## config.mk

```make
export PLATFORM = sky130hd
export DESIGN_NAME = usb_fifo_reader_flat
export DESIGN_NICKNAME = d
export VERILOG_FILES = /design/src/rtl/usb_fifo_reader_pkg.sv /design/src/rtl/usb_fifo_reader_if.sv /design/src/rtl/usb_fifo_reader_sync.sv /design/src/rtl/usb_fifo_reader.sv /design/src/flat_wrapper.sv
export SDC_FILE = /design/constraint.sdc
export NUM_CORES = 1
export LEC_CHECK = 0
export BUFFER_PORTS_ARGS = -buffer_cell sky130_fd_sc_hd__clkbuf_2
export CELL_PAD_IN_SITES_DETAIL_PLACEMENT = 0
export CELL_PAD_IN_SITES_GLOBAL_PLACEMENT = 2
export CORE_UTILIZATION = 31
export DETAILED_ROUTE_END_ITERATION = 6
export PLACE_DENSITY = 0.75
export RECOVER_POWER = 100
export REMOVE_ABC_BUFFERS = 1
export SLEW_MARGIN = 40
export SYNTH_ARGS = -nofsm -noshare
export SYNTH_HDL_FRONTEND = slang
export SYNTH_SLANG_ARGS = --single-unit
```

## constraint.sdc

```tcl
create_clock -name clk -period 1.8 [get_ports clk]
set_input_delay 0.18 -clock clk [delete_from_list [all_inputs] [get_ports clk]]
set_output_delay 0.18 -clock clk [all_outputs]
set_load 0.02 [all_outputs]
```

## src/rtl/usb_fifo_reader_pkg.sv

```systemverilog
// usb_fifo_pkg: shared types and timing defaults for the FT232H/FT245 FIFO read and write paths.
package usb_fifo_pkg;

    localparam int USB_DATA_W    = 8;
    localparam int T_RD_LOW_CYC  = 4;
    localparam int T_RD_HIGH_CYC = 4;

    typedef enum logic [1:0] {IDLE, STROBE, RECOVER} rd_state_t;

    function automatic int cnt_width(input int a, input int b);
        int m;
        m = (a > b) ? a : b;
        return (m > 1) ? $clog2(m) : 1;
    endfunction

endpackage

```

## src/rtl/usb_fifo_reader_if.sv

```systemverilog
// usb_fifo_reader_if: pad-side FIFO signals, bus arbitration and downstream valid/ready stream.
interface usb_fifo_reader_if;
    import usb_fifo_pkg::*;

    logic                  rxf_n;
    logic [USB_DATA_W-1:0] data_in;
    logic                  wr_active;
    logic                  rd_n;
    logic                  rd_busy;
    logic [USB_DATA_W-1:0] out_data;
    logic                  out_valid;
    logic                  out_ready;

    modport master (
        input  rxf_n, data_in, wr_active, out_ready,
        output rd_n, rd_busy, out_data, out_valid
    );

    modport slave (
        output rxf_n, data_in, wr_active, out_ready,
        input  rd_n, rd_busy, out_data, out_valid
    );

endinterface

```

## src/rtl/usb_fifo_reader_sync.sv

```systemverilog
// bit_synchronizer: multi-flop synchronizer for an asynchronous active-low status pin, resets to 1.
module bit_synchronizer #(
    parameter int STAGES = 2
) (
    input  logic clk,
    input  logic reset,
    input  logic i_d,
    output logic o_q
);

    logic [STAGES-1:0] r_sync;

    always_ff @(posedge clk or posedge reset) begin
        if (reset) begin
            r_sync <= '1;
        end else begin
            r_sync[0] <= i_d;
            for (int k = 1; k < STAGES; k++) r_sync[k] <= r_sync[k-1];
        end
    end

    assign o_q = r_sync[STAGES-1];

endmodule

```

## src/rtl/usb_fifo_reader.sv

```systemverilog
// usb_fifo_reader: strobes rd_n while the FT232H has data, captures each byte into a
// single-entry slot and hands it downstream; shares the pad bus with the write driver.
module usb_fifo_reader
    import usb_fifo_pkg::*;
#(
    parameter int RD_LOW_CYCLES  = T_RD_LOW_CYC,
    parameter int RD_HIGH_CYCLES = T_RD_HIGH_CYC,
    parameter int SYNC_STAGES    = 2
) (
    input  logic              clk,
    input  logic              reset,
    usb_fifo_reader_if.master bus
);

    localparam int CW = cnt_width(RD_LOW_CYCLES, RD_HIGH_CYCLES);

    rd_state_t             r_state, w_state;
    logic [CW-1:0]         r_cnt, w_cnt;
    logic                  r_rd_n, w_rd_n;
    logic                  r_busy, w_busy;
    logic                  r_valid, w_valid;
    logic [USB_DATA_W-1:0] r_data, w_data;
    logic                  w_rxf_s, w_start;

    bit_synchronizer #(.STAGES(SYNC_STAGES)) u_rxf_sync (
        .clk   (clk),
        .reset (reset),
        .i_d   (bus.rxf_n),
        .o_q   (w_rxf_s)
    );

    assign w_start = !w_rxf_s && !bus.wr_active && (!r_valid || bus.out_ready);

    // The end of recovery re-evaluates the start condition directly so back-to-back
    // bytes keep rd_n high for exactly RD_HIGH_CYCLES clocks.
    always_comb begin
        w_state = r_state;
        w_cnt   = (r_state == IDLE) ? '0 : r_cnt + CW'(1);
        w_rd_n  = r_rd_n;
        w_busy  = r_busy;
        w_data  = r_data;
        w_valid = r_valid && !bus.out_ready;
        case (r_state)
            IDLE: if (w_start) begin
                w_state = STROBE;
                w_rd_n  = 1'b0;
                w_busy  = 1'b1;
                w_cnt   = '0;
            end
            STROBE: if (r_cnt == CW'(RD_LOW_CYCLES - 1)) begin
                w_state = RECOVER;
                w_rd_n  = 1'b1;
                w_cnt   = '0;
                w_data  = bus.data_in;
                w_valid = 1'b1;
            end
            RECOVER: if (r_cnt == CW'(RD_HIGH_CYCLES - 1)) begin
                w_state = w_start ? STROBE : IDLE;
                w_rd_n  = !w_start;
                w_busy  = w_start;
                w_cnt   = '0;
            end
            default: w_state = IDLE;
        endcase
    end

    always_ff @(posedge clk or posedge reset) begin
        if (reset) begin
            r_state <= IDLE;
            r_cnt   <= '0;
            r_rd_n  <= 1'b1;
            r_busy  <= 1'b0;
            r_valid <= 1'b0;
            r_data  <= '0;
        end else begin
            r_state <= w_state;
            r_cnt   <= w_cnt;
            r_rd_n  <= w_rd_n;
            r_busy  <= w_busy;
            r_valid <= w_valid;
            r_data  <= w_data;
        end
    end

    assign bus.rd_n      = r_rd_n;
    assign bus.rd_busy   = r_busy;
    assign bus.out_valid = r_valid;
    assign bus.out_data  = r_data;

endmodule

```

## src/flat_wrapper.sv

```systemverilog
// flat-port wrapper written by rule: the top's interface ports become plain ports
module usb_fifo_reader_flat import usb_fifo_pkg::*;
#(
    parameter int RD_LOW_CYCLES  = T_RD_LOW_CYC,
    parameter int RD_HIGH_CYCLES = T_RD_HIGH_CYC,
    parameter int SYNC_STAGES    = 2
)
  (clk, reset, bus_rxf_n, bus_data_in, bus_wr_active, bus_out_ready, bus_rd_n, bus_rd_busy, bus_out_data, bus_out_valid);
  usb_fifo_reader_if bus_i ();
  input  logic clk;
  input  logic reset;
  input wire logic [$bits(bus_i.rxf_n)-1:0] bus_rxf_n;
  input wire logic [$bits(bus_i.data_in)-1:0] bus_data_in;
  input wire logic [$bits(bus_i.wr_active)-1:0] bus_wr_active;
  input wire logic [$bits(bus_i.out_ready)-1:0] bus_out_ready;
  output wire logic [$bits(bus_i.rd_n)-1:0] bus_rd_n;
  output wire logic [$bits(bus_i.rd_busy)-1:0] bus_rd_busy;
  output wire logic [$bits(bus_i.out_data)-1:0] bus_out_data;
  output wire logic [$bits(bus_i.out_valid)-1:0] bus_out_valid;
  assign bus_i.rxf_n = bus_rxf_n;
  assign bus_i.data_in = bus_data_in;
  assign bus_i.wr_active = bus_wr_active;
  assign bus_i.out_ready = bus_out_ready;
  assign bus_rd_n = bus_i.rd_n;
  assign bus_rd_busy = bus_i.rd_busy;
  assign bus_out_data = bus_i.out_data;
  assign bus_out_valid = bus_i.out_valid;
  usb_fifo_reader #(.RD_LOW_CYCLES(RD_LOW_CYCLES), .RD_HIGH_CYCLES(RD_HIGH_CYCLES), .SYNC_STAGES(SYNC_STAGES)) u_core (.clk(clk), .reset(reset), .bus(bus_i));
endmodule
```

==> results of run 1 <==
## metal layers
layer / routed length (microns) / vias to the layer above
met5: 0 / -
met4: 10 / 0
met3: 76 / 2
met2: 652 / 13
met1: 666 / 251
li1: - / 266
## logic make-up after synthesis
logic type	count (synthesis)	synth area share [%]
and+or+nand+nor	14	10.79
adders and majority gates	5	7.937
muxes	9	13.33
AOI/OAI and AO/OA	10	10.95
buffers and inverters	5	2.539
DFF	17	54.45
## worst max path at each step
stage | start | end | slack (ps) | cells past startpoint
5_1_grt | u_core.r_state[1] | u_core.bus.out_data[3] | 150 | 4
3_3_place_gp | u_core.r_state[1] | u_core.bus.rd_n | 330 | 6
2_1_floorplan | u_core.r_state[0] | u_core.bus.rd_n | 430 | 6
4_1_cts | u_core.r_state[1] | u_core.bus.rd_n | 310 | 6
3_5_place_dp | u_core.r_state[1] | u_core.bus.rd_n | 340 | 6
6_report | u_core.r_state[1] | u_core.bus.out_data[3] | 220 | 4
## power breakdown
part,leakage [nW],internal (W),switching (W)
logic,0.210,0.000126,0.000180
clock network,0.0177,0.0000826,0.000118
registers,0.203,0.000435,0.0000310
total,0.430,0.000644,0.000328
## layout by cell type, fill, tap and decap left out
cell / synthesis / layout
dfrtp_1: 14 / 14
clkbuf_2: 1 / 12
clkbuf_1: 0 / 11
mux2_2: 8 / 8
nand2_1: 4 / 5
ha_1: 5 / 5
nor3_1: 4 / 4
inv_1: 4 / 4
clkbuf_4: 0 / 3
dfstp_2: 3 / 3
a21oi_1: 2 / 2
o21ai_0: 1 / 2
dlygate4sd3_1: 0 / 2
nor2b_4: 1 / 1
nor3_2: 1 / 1
nor3b_1: 1 / 1
a21o_2: 1 / 1
o31ai_4: 1 / 1
nor2_2: 1 / 1
a32o_1: 1 / 1
o21ba_1: 1 / 1
o21a_1: 1 / 1
a22o_1: 1 / 1
nand2_2: 2 / 1
mux2_1: 0 / 1
clkinv_2: 0 / 1
## worst max-delay path: stages, from the launching register on
cell and delay, ps:
dfrtp_1 420, inv_1 80, ha_1 260, nand2_1 310, mux2_2 390
## layout make-up
class	count	area share [%]
Clock inverter	1	0.5208
Sequential cell	17	44.66
Multi-Input combinational cell	38	34.64
Inverter	4	1.562
Clock buffer	3	2.344
Timing Repair Buffer	25	12.63
Tap cell	28	3.646
## through the flow
| stage | cells | hold WS [ps] | setup WS [ps] |
|---|---|---|---|
| floorplan | 59 | 103.9 | 433.3 |
| CTS | 116 | 104.8 | 310.9 |
| global placement | 110 | 268.8 | 329.1 |
| global route | 116 | 93.62 | 145.9 |
| detailed placement | 110 | 272.8 | 335.3 |
| finish | 116 | 117.8 | 220.9 |
## sequential cells by signal, summed over array words and instances (netlist names)
name	count
u_core.bus.out_data	8
u_core.bus.out_valid	1
u_core.bus.rd_busy	1
u_core.bus.rd_n	1
u_core.r_cnt	2
u_core.r_state	2
u_core.u_rxf_sync.r_sync	2
## what timing repair did
item / 4_1_cts / 5_1_grt
resized for setup: 0 / 0
hold buffers: 2 / 0
endpoints found under the hold margin: 15 / 0
endpoints found under the setup margin: 0 / 0
==> flow_summary.yaml, run 1 <==
critical_path:
  reg2reg_slack_ps: 220
  crit_type: "flop to flop"
  rr_startpoint: "u_core.r_state[1]"
  cp.arrival_ps: 1750
  worstRegToRegCells: 4
  r2r-end: "u_core.bus.out_data[3]"
  worst_setup_path_start_kind: "flop"
  cp.required_ps: 1970
  cp-end-kind: "flop"
  worst-path-max-fanout: 8
synth:
  synth_common_cells: "dfrtp_1, mux2_2, ha_1"
  synth-edff-count: 0
  ys_seq_elements: 17
  seq_area_frac_synth_pct: 54.44
  ys.flop_type: "dfrtp_1"
  syn_area_sq_um: 788.3
  syn_avg_cell_area_sq_um: 13.14
  yosysWarnings: 0
  synth.area.top_cells: "dfrtp_1, mux2_2, dfstp_2"
  yosysTopAreaCell: "dfrtp_1"
  ys_async_sr_fraction_pct: 100.0
  yosysMostFrequentCell: "dfrtp_1"
  netlist.area_leader.share_pct: 44.44
  syn_inst: 60
  ys_types: 23
finish:
  final.fill_count: 244
  multi_input_comb_area_sq_um: 332.8
  design_area_sq_um: 960.9
  final_util_pct: 41.83
  drive_gt1_share_pct: 37.50
  area_growth_pct: 21.90
  nets: 107
  antenna_cells: 0
  regArea_sq_um: 429.2
placement:
  gp_congestion: 0.6951
  io_buffers: 23
  place_area_sq_um: 933.4
  dp_hpwl_microns: 1068
floorplanning:
  fp.dieArea_sq_mm: 0.002748
  rows: 17
  fp.dieW_microns: 52.43
  die_h_microns: 52.43
  initial_utilization_pct: 34.31
  coreArea_sq_mm: 0.002297
  io_pins: 24
sta:
  tightest_slew_ps: 636.7
  tns_ps: 0
  fin_skew_ps: 5.916
  finalCriticalPeriod_ps: 1579
  relSlewSlack_pct: 57.51
  clock.fmax_ghz: 0.6333
  rsz0062_at_grt: "no"
  min_period_over_period_pct: 87.73
  setup_viol: 0
  finalHoldViolCount: 0
  finalMaxSlewViolations: 0
detailed_routing:
  vias: 532
  ant_nets: 0
  via_per_inst: 4.586
  drt_iter0_drc: 4
  wl_microns: 1406
  wl_per_cell_microns: 12.12
  drc: 0
  first_pass_iters: 3
clock_network:
  cts_tree: "yes"
  clockRootBuffer: "clkbuf_4"
  cts_buffers: 3
  clk_pin_slew_ps: 100
  clkLatencyLatePin_ps: 290
  postCtsSetupRepairBufs: 0
  cts.sinks: 17
  clockBufferDepth: 2
  htreeDepth: 1
grt:
  busiest_layer: "met1"
  grt_max_degree: 18
  grt_remaining_overflow: 0
  gr-usage-met2_pct: 15.82
  grt_use_total_pct: 11.40
  use_met1_pct: 15.97
  global_route.usage.met3_pct: 5.217
  antenna_found_initial: 0
  grt_first_pass_wirelength_microns: 2201
  grt_pass1_vias: 446
job:
  max_cap_viol_count: 0
worst_hold_path:
  min_to: "u_core.bus.out_data[7]"
  holdPathStages: 2
  min_path_type: "primary input to flop"
  hp-start: "bus_data_in[7]"
pwr:
  power_density_mw_per_mm2: 1011
  p_leak_nw: 0.4304
  fin_total_pwr_w: 0.0009719
  vdd_drop_max_uv: 585.6
status:
  outcome: "completed"
Power figures use the tool's default switching activity.
==> run 2, diff against run 1 <==
--- a/config.mk
+++ b/config.mk
@@ -6,11 +6,11 @@
 export NUM_CORES = 1
 export LEC_CHECK = 0
 export BUFFER_PORTS_ARGS = -buffer_cell sky130_fd_sc_hd__clkbuf_2
-export CELL_PAD_IN_SITES_DETAIL_PLACEMENT = 0
-export CELL_PAD_IN_SITES_GLOBAL_PLACEMENT = 2
-export CORE_UTILIZATION = 31
+export CELL_PAD_IN_SITES_DETAIL_PLACEMENT = 1
+export CELL_PAD_IN_SITES_GLOBAL_PLACEMENT = 1
+export CORE_UTILIZATION = 38
 export DETAILED_ROUTE_END_ITERATION = 6
-export PLACE_DENSITY = 0.75
+export PLACE_DENSITY = 0.76
 export RECOVER_POWER = 100
 export REMOVE_ABC_BUFFERS = 1
 export SLEW_MARGIN = 40
==> run 2 against run 1 <==
Compared with the run above: register-to-register slack improved by 60 ps; die area shrank 18%; fmax is 3.9% higher; worst hold slack about the same; sequential share of layout area grew 0.47 points; final cell count fell by 0.86%; first-iteration DRC count unchanged; routed wire length grew 3.1%; sequential cell count stayed put; clock-buffer cell count grew 1; highest routed layer unchanged.
==> flow_summary.yaml, run 2 (synthesized netlist as in run 1, its figures left out) <==
status:
  outcome: "completed"
placement:
  place_inst: 109
  dp_hpwl_microns: 1118
  gp_congestion: 0.7585
  pre_cts_ws_ps: 319.5
  io_buffers: 23
grt:
  grt_use_total_pct: 16.72
  gr-usage-met2_pct: 27.40
  antenna_found_initial: 0
  grt_first_pass_wirelength_microns: 2504
  grt_pass1_vias: 558
  grt_remaining_overflow: 0
  busiest_layer: "met2"
  use_met1_pct: 20.10
  grt_max_degree: 18
  global_route.usage.met3_pct: 3.774
finish:
  nets: 107
  mostFrequentLayoutCells: "dfrtp_1, clkbuf_1, clkbuf_2"
  area_growth_pct: 20.63
  final_cells: 115
  largest_reg_flops: 8
  final.fill_count: 234
  drive_gt1_share_pct: 36.36
  antenna_cells: 0
  layout_commonest_cell: "dfrtp_1"
sta:
  hold_ws_ps: 117.4
  finalHoldViolCount: 0
  layout_setup_ws_ps: 279.5
  fin_skew_ps: 3.093
  tns_ps: 0
  finalCriticalPeriod_ps: 1521
  clock.fmax_ghz: 0.6577
  setup_viol: 0
  tightest_slew_ps: 630.0
  rsz0062_at_grt: "no"
  finalMaxSlewViolations: 0
  min_period_over_period_pct: 84.47
  relSlewSlack_pct: 57.95
detailed_routing:
  drt_iter0_drc: 4
  wl_per_cell_microns: 12.60
  wl_microns: 1449
  first_pass_iters: 2
  drc: 0
  ant_nets: 0
  via_per_inst: 4.791
  vias: 551
clock_network:
  clockBufferDepth: 2
  cts_tree: "yes"
  postCtsSetupRepairBufs: 0
  cts.sinks: 17
  clkLatencyLatePin_ps: 290
  htreeDepth: 1
  clk_pin_slew_ps: 90
  clockRootBuffer: "clkbuf_4"
  cts_buffers: 3
floorplanning:
  fp.dieArea_sq_mm: 0.002261
  io_pins: 24
  initial_utilization_pct: 40.18
  rows: 16
  coreArea_sq_mm: 0.001962
  fp.dieW_microns: 47.55
  die_h_microns: 47.55
critical_path:
  worst_setup_path_start_kind: "flop"
  cp-end-kind: "flop"
  cp.required_ps: 1980
  cp.arrival_ps: 1700
  crit_type: "flop to flop"
  worst-path-max-fanout: 8
pwr:
  fin_total_pwr_w: 0.0009746
  power_density_mw_per_mm2: 1025
  p_leak_nw: 0.4281
  vdd_drop_max_uv: 496.8
job:
  max_cap_viol_count: 0
worst_hold_path:
  min_path_type: "primary input to flop"
run 2: metal layers:
| metal | vias up | share of wire, % |
|---|---|---|
| li1 | 261 | - |
| met1 | 265 | 46 |
| met2 | 20 | 46 |
| met3 | 5 | 4.9 |
| met4 | 0 | 2.7 |
| met5 | - | 0 |
run 2: path summary, 6_finish.rpt:
path / startpoint / end / slack [ps] / cells after the start
max in group asynchronous: reset / u_core.bus.out_data[7] / 910 / 3
min: bus_data_in[4] / u_core.bus.out_data[4] / 120 / 2
max reg2reg: u_core.r_state[1] / u_core.bus.out_data[0] / 280 / 4
min reg2reg: u_core.u_rxf_sync.r_sync[0] / u_core.u_rxf_sync.r_sync[1] / 360 / 0
max: u_core.r_state[1] / u_core.bus.out_data[0] / 280 / 4
min in group asynchronous: reset / u_core.bus.out_data[2] / 490 / 3
run 2: worst max-delay path: stages (launching register included):
cell,delay [ps]
dfrtp_1,400
inv_1,90
ha_1,250
nand2_1,290
mux2_2,380
run 2: area by class of cell:
cell class                      instances  area [sq um]  share of cell area [%]
Timing Repair Buffer                   25         121.4                   12.76
Tap cell                               27         33.78                   3.553
Multi-Input combinational cell         38         325.3                   34.21
Clock buffer                            4         26.28                   2.763
Sequential cell                        17         429.2                   45.13
Inverter                                4         15.01                   1.579
run 2: per-stage QoR:
step	util, %	area [sq um]
after floorplan	-	783.3
after global placement	47.51	932.1
after detailed placement	47.51	932.1
after CTS	49.87	978.4
after global routing	48.47	950.9
final	48.47	950.9
run 2: where the power goes:
group | switching, W | leakage, nW | internal [W]
sequential | 0.0000335 | 0.203 | 0.000435
combinational | 0.000181 | 0.210 | 0.000125
clock | 0.000114 | 0.0150 | 0.0000862
run 2: what timing repair did:
item                                   CTS  global route
gates resized for setup                  0             0
endpoints found under the hold margin   15             0
hold buffers                             2             0
